$ cat src/rtl/tdm_pkg.sv
// Shared widths and width helpers for the TDM splitter.
package tdm_pkg;

    localparam int unsigned DEF_NCH        = 4;
    localparam int unsigned DEF_DW         = 8;
    localparam int unsigned DEF_CW         = 8;
    localparam int unsigned DEF_SUB_PERIOD = 13;

    // Channel-index width: never below one bit, even for tiny channel counts.
    function automatic int unsigned ciw_of(input int unsigned nch);
        return (nch > 2) ? $clog2(nch) : 1;
    endfunction

    // Sub-counter width for a given modulus.
    function automatic int unsigned sw_of(input int unsigned period);
        return (period > 2) ? $clog2(period) : 1;
    endfunction

endpackage

$ cat src/rtl/tdm_next_chan.sv
// Round-robin search for the nearest enabled channel after chan; falls back to chan+1 when none are enabled.
module tdm_next_chan
    import tdm_pkg::*;
#(
    parameter int unsigned NCH = DEF_NCH,
    parameter int unsigned CIW = ciw_of(DEF_NCH)
) (
    input  logic [NCH-1:0] ch_en,
    input  logic [CIW-1:0] chan,
    output logic [CIW-1:0] next_chan
);

    logic [CIW-1:0] cand;
    logic           found;

    always_comb begin
        cand      = '0;
        found     = 1'b0;
        next_chan = (chan == CIW'(NCH - 1)) ? '0 : chan + CIW'(1);
        // i == NCH revisits chan itself, so a lone enabled channel keeps the bus.
        for (int unsigned i = 1; i <= NCH; i++) begin
            cand = CIW'((32'(chan) + i) % NCH);
            if (!found && ch_en[cand]) begin
                found     = 1'b1;
                next_chan = cand;
            end
        end
    end

endmodule

$ cat src/rtl/tdm_splitter.sv
// TDM splitter: walks NCH channel slots of programmable length and forwards the active channel's data.
// Build option: define TDM_SKIP_DISABLED_EN to skip disabled channels when advancing.
module tdm_splitter
    import tdm_pkg::*;
#(
    parameter int unsigned NCH        = DEF_NCH,
    parameter int unsigned DW         = DEF_DW,
    parameter int unsigned CW         = DEF_CW,
    parameter int unsigned SUB_PERIOD = DEF_SUB_PERIOD,
    localparam int unsigned CIW       = ciw_of(NCH),
    localparam int unsigned SW        = sw_of(SUB_PERIOD)
) (
    input  logic              sysclk,
    input  logic              rst,
    input  logic              run,
    input  logic [NCH-1:0]    ch_en,
    input  logic [NCH*CW-1:0] slot_len,
    input  logic [NCH*DW-1:0] din,
    output logic [DW-1:0]     dout,
    output logic              dout_valid,
    output logic [CIW-1:0]    chan,
    output logic [CW-1:0]     count,
    output logic [SW-1:0]     sub_count,
    output logic              slot_start,
    output logic              frame_start
);

    logic [CW-1:0]  cur_len;
    logic [DW-1:0]  cur_din;
    logic           cur_en;
    logic [NCH-1:0] search_mask;
    logic [CIW-1:0] next_chan;

    logic [CIW-1:0] chan_d;
    logic [CW-1:0]  count_d;
    logic [SW-1:0]  sub_count_d;
    logic [DW-1:0]  dout_d;
    logic           dout_valid_d;
    logic           slot_start_d;
    logic           frame_start_d;

    // An all-ones mask makes the search degenerate to plain chan+1 mod NCH.
`ifdef TDM_SKIP_DISABLED_EN
    assign search_mask = ch_en;
`else
    assign search_mask = '1;
`endif

    tdm_next_chan #(
        .NCH (NCH),
        .CIW (CIW)
    ) u_next_chan (
        .ch_en     (search_mask),
        .chan      (chan),
        .next_chan (next_chan)
    );

    // Select the current channel's slot length and data.
    always_comb begin
        cur_len = '0;
        cur_din = '0;
        for (int unsigned k = 0; k < NCH; k++) begin
            if (chan == CIW'(k)) begin
                cur_len = slot_len[k*CW +: CW];
                cur_din = din[k*DW +: DW];
            end
        end
        cur_en = ch_en[chan];
    end

    always_comb begin
        chan_d        = chan;
        count_d       = count;
        sub_count_d   = sub_count;
        dout_d        = '0;
        dout_valid_d  = 1'b0;
        slot_start_d  = 1'b0;
        frame_start_d = 1'b0;
        if (run) begin
            sub_count_d = (sub_count == SW'(SUB_PERIOD - 1)) ? '0 : sub_count + SW'(1);
            // >= lets a shortened slot length end the slot immediately.
            if (count >= cur_len) begin
                count_d       = '0;
                chan_d        = next_chan;
                slot_start_d  = 1'b1;
                frame_start_d = (next_chan <= chan);
            end else begin
                count_d = count + CW'(1);
            end
            if (cur_en) begin
                dout_d       = cur_din;
                dout_valid_d = 1'b1;
            end
        end
    end

    always_ff @(posedge sysclk) begin
        if (rst) begin
            chan        <= '0;
            count       <= '0;
            sub_count   <= '0;
            dout        <= '0;
            dout_valid  <= 1'b0;
            slot_start  <= 1'b0;
            frame_start <= 1'b0;
        end else begin
            chan        <= chan_d;
            count       <= count_d;
            sub_count   <= sub_count_d;
            dout        <= dout_d;
            dout_valid  <= dout_valid_d;
            slot_start  <= slot_start_d;
            frame_start <= frame_start_d;
        end
    end

endmodule

$ cat config.mk
export PLATFORM = sky130hd
export DESIGN_NAME = tdm_splitter
export DESIGN_NICKNAME = d
export VERILOG_FILES = /design/src/rtl/tdm_pkg.sv /design/src/rtl/tdm_next_chan.sv /design/src/rtl/tdm_splitter.sv
export SDC_FILE = /design/constraint.sdc
export NUM_CORES = 1
export LEC_CHECK = 0
export ABC_CLOCK_PERIOD_IN_PS = 3150
export CAP_MARGIN = 10
export CORE_MARGIN = 10
export CORE_UTILIZATION = 34
export DETAILED_ROUTE_END_ITERATION = 12
export PLACE_DENSITY = 0.77
export SYNTH_ARGS = -nofsm -noshare
export SYNTH_HDL_FRONTEND = slang
export SYNTH_SLANG_ARGS = --single-unit
$ cat constraint.sdc
create_clock -name sysclk -period 3.15 [get_ports sysclk]
set_input_delay 0.63 -clock sysclk [delete_from_list [all_inputs] [get_ports sysclk]]
set_output_delay 0.63 -clock sysclk [all_outputs]
set_load 0.1 [all_outputs]
; After elaboration in Yosys (flattened, before gate mapping)
; Cells that the tools add are included.
; W data, S select, Z words.
[word_totals]
reg_bits = 25
inputBits = 71
elab_cells = 69
[classes]
add_sub_neg = 7
magnitude_cmp = 7
eq_ne = 4
n_mux = 30
n_bitwise = 3
n_reduce_logical = 11
[op_table]
columns = op, n
row1 = $mux W8, 9
row2 = $lt A2 B3 Y1 const B, 5
row3 = $bmux W1 S2, 5
row4 = $mux W1, 10
row5 = $mux W2, 5
row6 = $add A8 B1 Y8 const B, 1
row7 = $ge A8 B8 Y1, 1
row8 = $add A2 B1 Y2 const B, 3
row9 = $reduce_or A3 Y1, 2
row10 = $add A2 B2 Y2 const B, 2
row11 = $add A4 B1 Y4 const B, 1
row12 = $eq A2 B2 Y1 const B, 2
row13 = $eq A4 B4 Y1 const B, 1
row14 = $mux W4, 1
row15 = $logic_and A1 B1 Y1, 3
row16 = $logic_not A1 Y1, 3
row17 = $not A1 Y1, 3
row18 = $eq A2 B1 Y1 const B, 1
row19 = $le A2 B2 Y1, 1
row20 = $logic_not A2 Y1, 1
row21 = $reduce_and A2 Y1, 1
row22 = $reduce_or A2 Y1, 1

; Logic depth before layout (Yosys ltp)
[depth]
ltp_word = 14
ltp_mapped = 16
ltp_nobuf = 13

; Cells and area by module
; A second synthesis with hierarchy kept.
[hier_totals]
cells_unflattened = 180
area_unflattened_um2 = 1865.5
[by_module_without_submodules]
columns = module, instances, cells_each, area_per_inst_um2, seq_area_each_um2
row1 = tdm_splitter, 1, 147, 1596.5, 500.5
row2 = tdm_next_chan, 1, 33, 269.0, 0.0

; Least setup slack after synthesis
; Ideal clock, no wire load.
[synth_path]
kind = register to register
start = register chan[1]
end = register count[3]
setup_ns = 0.075
t_arrival_ns = 3.710
t_required_ns = 3.075
path_slack_ns = -0.635
path_stages_with_launch = 16
synth_period_minus_slack_ns = 3.785
cell_sequence = dfxtp_1 > inv_1 > ha_1 > clkbuf_1 > nor2b_1 > buf_2 > a221oi_1 > nor3_1 > a21oi_1 > ha_1 > or3_1 > a211o_1 > a21oi_2 > buf_4 > nand3_1 > a31oi_1
[synth_via]
elab_chain_cells = 7
elab_cells_between_ends = 10
classes_between = 1 x order compare / 3 x eq/ne / 5 x mux / 1 x reduce/logical
[synth_lines]
columns = element, line
row1 = "start, declared", tdm_splitter.sv:21  ; output logic [CIW-1:0] chan,
row2 = "start signal, assigned", tdm_splitter.sv:107  ; chan <= chan_d;
row3 = $logic_not A2 Y1, tdm_splitter.sv:63  ; if (chan == CIW'(k)) begin
row4 = $mux W8 (3 in series), tdm_splitter.sv:63
row5 = $mux W8 *, tdm_splitter.sv:63
row6 = $ge A8 B8 Y1 *, tdm_splitter.sv:82  ; if (count >= cur_len) begin
row7 = $mux W8 *, tdm_splitter.sv:82
row8 = "end signal, assigned", tdm_splitter.sv:108  ; count <= count_d;
row9 = "end, declared", tdm_splitter.sv:22  ; output logic [CW-1:0] count,
; Every way passes the cells marked *; elsewhere a longest branch is shown, timed or not.
; A chain may end at the register's enable or synchronous reset.

; Worst setup path in the final report
[layout_path]
start = register chan[1]
end = register chan[0]
[layout_via]
elab_chain_cells = 13
elab_cells_between_ends = 36
classes_between = 4 x add/sub / 1 x order compare / 3 x eq/ne / 20 x mux / 8 x reduce/logical
[layout_lines]
columns = element, line
row1 = $add A2 B1 Y2, tdm_next_chan.sv:22  ; cand = CIW'((32'(chan) + i) % NCH);
row2 = $bmux W1 S2, tdm_next_chan.sv:23  ; if (!found && ch_en[cand]) begin
row3 = $mux W1 (not written as such), tdm_next_chan.sv:23
row4 = $mux W1, tdm_next_chan.sv:23
row5 = $logic_not A1 Y1, tdm_next_chan.sv:23
row6 = $logic_and A1 B1 Y1, tdm_next_chan.sv:23
row7 = $mux W1, tdm_next_chan.sv:23
row8 = $logic_not A1 Y1, tdm_next_chan.sv:23
row9 = $logic_and A1 B1 Y1, tdm_next_chan.sv:23
row10 = $mux W1, tdm_next_chan.sv:23
row11 = $logic_not A1 Y1, tdm_next_chan.sv:23
row12 = $logic_and A1 B1 Y1, tdm_next_chan.sv:23
row13 = $mux W2, tdm_next_chan.sv:23
; Parallel ways exist; a longest one is shown, timed or not. The select of a mux whose other input is x is not followed.

==> results.sh <==
export IMPL_synth_edf_count=0
export IMPL_skew_ns=0.01113
export IMPL_fin_util_pct=58.75
export IMPL_diodes=0
export IMPL_root_buffer="clkbuf_8"
export IMPL_reg2reg_from="chan[1]$_SDFFE_PP0P_"
export IMPL_worstSetupPathType="reg2reg"
export IMPL_fin_area_um2=2629
export IMPL_synthFlopType="dfxtp_1"
export IMPL_place_area_um2=2579
export IMPL_synth_top_cell_area_share_pct=31.08
export IMPL_cts_sinks=25
export IMPL_r2r_end="chan[0]$_SDFFE_PP0P_"
export IMPL_setup_tns_ns=0
export IMPL_dp_hpwl_um=4923
export IMPL_die_h_um=88.82
export IMPL_routedWlPerCell_um=17.27
export IMPL_wl_um=5992
export IMPL_synth_cell_types=35
export IMPL_drt_vias_per_instance=5.288
export IMPL_final_common_cell="clkdlybuf4s50_1"
export IMPL_drc=0
export IMPL_layout_common_cells="clkdlybuf4s50_1 (70), buf_4 (33), a21oi_1 (28)"
export IMPL_cts_tree="done"
export IMPL_postCtsSetupBuffers=0
export IMPL_worst_setup_path_end_kind="flip-flop"
export IMPL_yosysWarnings=0
export IMPL_drive_gt1_share_pct=14.24
export IMPL_row_count=24
export IMPL_io_buffers=95
export IMPL_p_per_area_nw_per_um2=280.9
export IMPL_reg2reg_depth=14
export IMPL_path_max_fanout=11
export IMPL_design_die_area_um2=7889
export IMPL_outcome="completed"
export IMPL_dr_total_vias=1835
export IMPL_total_power_uw=738.3
export IMPL_die_x_um=88.82
export IMPL_cts_buffers=3
export IMPL_gp_congestion=0.8339
export IMPL_syn_area_um2=1610
export IMPL_drtIter0Drc=56
export IMPL_synth_area_leaders="dfxtp_1 (31%), ha_1 (12%), a21oi_1 (8.7%)"
export IMPL_yosysSeqAreaShare_pct=31.08
export IMPL_max_freq_mhz=346.2
export IMPL_nNetsFinal=382
export IMPL_period_share_pct=91.69
export IMPL_io_pins=96
export IMPL_setup_viol=0
export IMPL_cts_max_path_buffers=2
export IMPL_start_util_pct=35.99
export IMPL_finalHoldViolCount=0
export IMPL_antenna_found_initial=0
export IMPL_synth_nets=287
export IMPL_htreeDepth=1
export IMPL_maxSlewViolCount=0
export IMPL_async_flop_share_pct=0
export IMPL_firstDrtPassIters=4
export IMPL_avgSynthCellArea_um2=8.011
export IMPL_rsz0062_at_grt="no"
export IMPL_track_usage_pct=15.05
export IMPL_crit_path_start_kind="flip-flop"
export IMPL_synth_area_leader_cell="dfxtp_1"
export IMPL_clk_pin_slew_ns=0.09
export IMPL_critPathArrivalTime_ns=3.08
export IMPL_cap_violations=0
export IMPL_clock_latency_ns=0.27
export IMPL_synthCells=201
export IMPL_grt_pass1_vias=1865
export IMPL_pre_cts_ws_ns=0.1170
export IMPL_ys_ff_latch=25
export IMPL_area_delta_synth_final_pct=63.25
export IMPL_core_area_um2=4474
export IMPL_hold_depth=2
export IMPL_drtAntennaViolNets=0
export IMPL_holdPathEnd="sub_count[3]$_SDFFE_PP0P_"
export IMPL_postLayoutSetupSlackWorst_ns=0.2618
export IMPL_relSlewSlack_pct=60.30
export IMPL_worst_pin_slew_ns=0.5956
export IMPL_r2r_setup_slack_ns=0.26
export IMPL_grt_max_degree=18
export IMPL_min_from="sub_count[3]$_SDFFE_PP0P_"
export IMPL_grt_overflow_total=0
export IMPL_hold_path_class="reg2reg"
export IMPL_leakage_nw=1.071
export IMPL_ir_drop_v=0.0002847
export IMPL_worst_ep_required_time_ns=3.34
export IMPL_grt_pass1_wl_um=9584
export IMPL_period_minus_slack_ns=2.888
-- report_power, final --
| part | total (mW) | switching, mW | internal, mW |
|---|---|---|---|
| Combinational | 0.219 | 0.107 | 0.112 |
| Sequential | 0.328 | 0.00674 | 0.322 |
| Clock | 0.191 | 0.100 | 0.0905 |
-- worst max-delay path by stage --
stage | slack, ns | cells after the start | endpoint | from
final | 0.26 | 14 | chan[0]$_SDFFE_PP0P_ | chan[1]$_SDFFE_PP0P_
after global routing | 0.04 | 14 | count[5]$_SDFFE_PP0P_ | chan[1]$_SDFFE_PP0P_
after CTS | 0.17 | 14 | count[3]$_SDFFE_PP0P_ | chan[1]$_SDFFE_PP0P_
after detailed placement | 0.12 | 11 | frame_start$_SDFF_PP0_ | slot_len[11]
after global placement | 0.16 | 11 | frame_start$_SDFF_PP0_ | slot_len[11]
after floorplan | 0.04 | 15 | count[3]$_SDFFE_PP0P_ | chan[1]$_SDFFE_PP0P_
-- cell families after synthesis --
family / Yosys count / share of synthesized area [%]
DFF: 25 / 31.08
adders and majority gates: 15 / 11.66
xor gates and xnor gates: 4 / 2.176
AOI/OAI and AO/OA: 58 / 22.77
and+or+nand+nor: 76 / 24.63
muxes: 3 / 2.642
buffers and inverters: 20 / 5.051
-- stage by stage --
step           instances  hold slack (ns)
2_1_floorplan        201           0.6520
3_3_place_gp         343           0.5086
3_5_place_dp         343           0.5174
4_1_cts              347           0.5312
5_1_grt              347           0.5679
6_report             347           0.5216
-- synth_stat cells, drive strengths merged, types with 3 or more instances --
cell,number
dfxtp,25
nand2,8
nor3,20
ha,15
o21ai,8
inv,7
nor2b,15
nand3b,3
a221oi,14
clkbuf,10
nand3,7
a21oi,29
nor2,15
buf,3
-- sequential cells by signal, summed over array words and instances (netlist names) --
signal,flops
frame_start,1
dout,8
count,8
slot_start,1
dout_valid,1
chan,2
sub_count,4
-- worst max-delay path, cell delays in order (launching register included) --
cell and delay, ns:
dfxtp_4 0.39, inv_1 0.06, ha_1 0.21, nor2b_4 0.23, buf_4 0.20, a221oi_1 0.10, nor3_1 0.15, a21oi_1 0.07
ha_1 0.33, a21oi_1 0.08, a21boi_0 0.32, a21oi_2 0.04, buf_4 0.18, or3_1 0.30, a21oi_1 0.13
-- layer usage --
metal | share of wire, % | track usage, % | vias up
met2 | 44 | 25.27 | 79
li1 | - | - | 926
met4 | 0.18 | 1.322 | 0
met5 | 0 | 0 | -
met3 | 12 | 5.423 | 2
met1 | 44 | 18.63 | 828
-- cell type report --
class	instances	area, um2
Clock buffer	4	45.04
Fill cell	437	1846
Inverter	7	26.28
Multi-Input combinational cell	156	1036
Sequential cell	25	508.0
Tap cell	52	65.06
Timing Repair Buffer	103	948.4
-- repair_timing --
action	in CTS	in global routing
setup endpoints to repair	0	8
endpoints found under the hold margin	0	0
hold buffers	0	0
resized for setup	0	1
(Power assumes the default switching activity.)
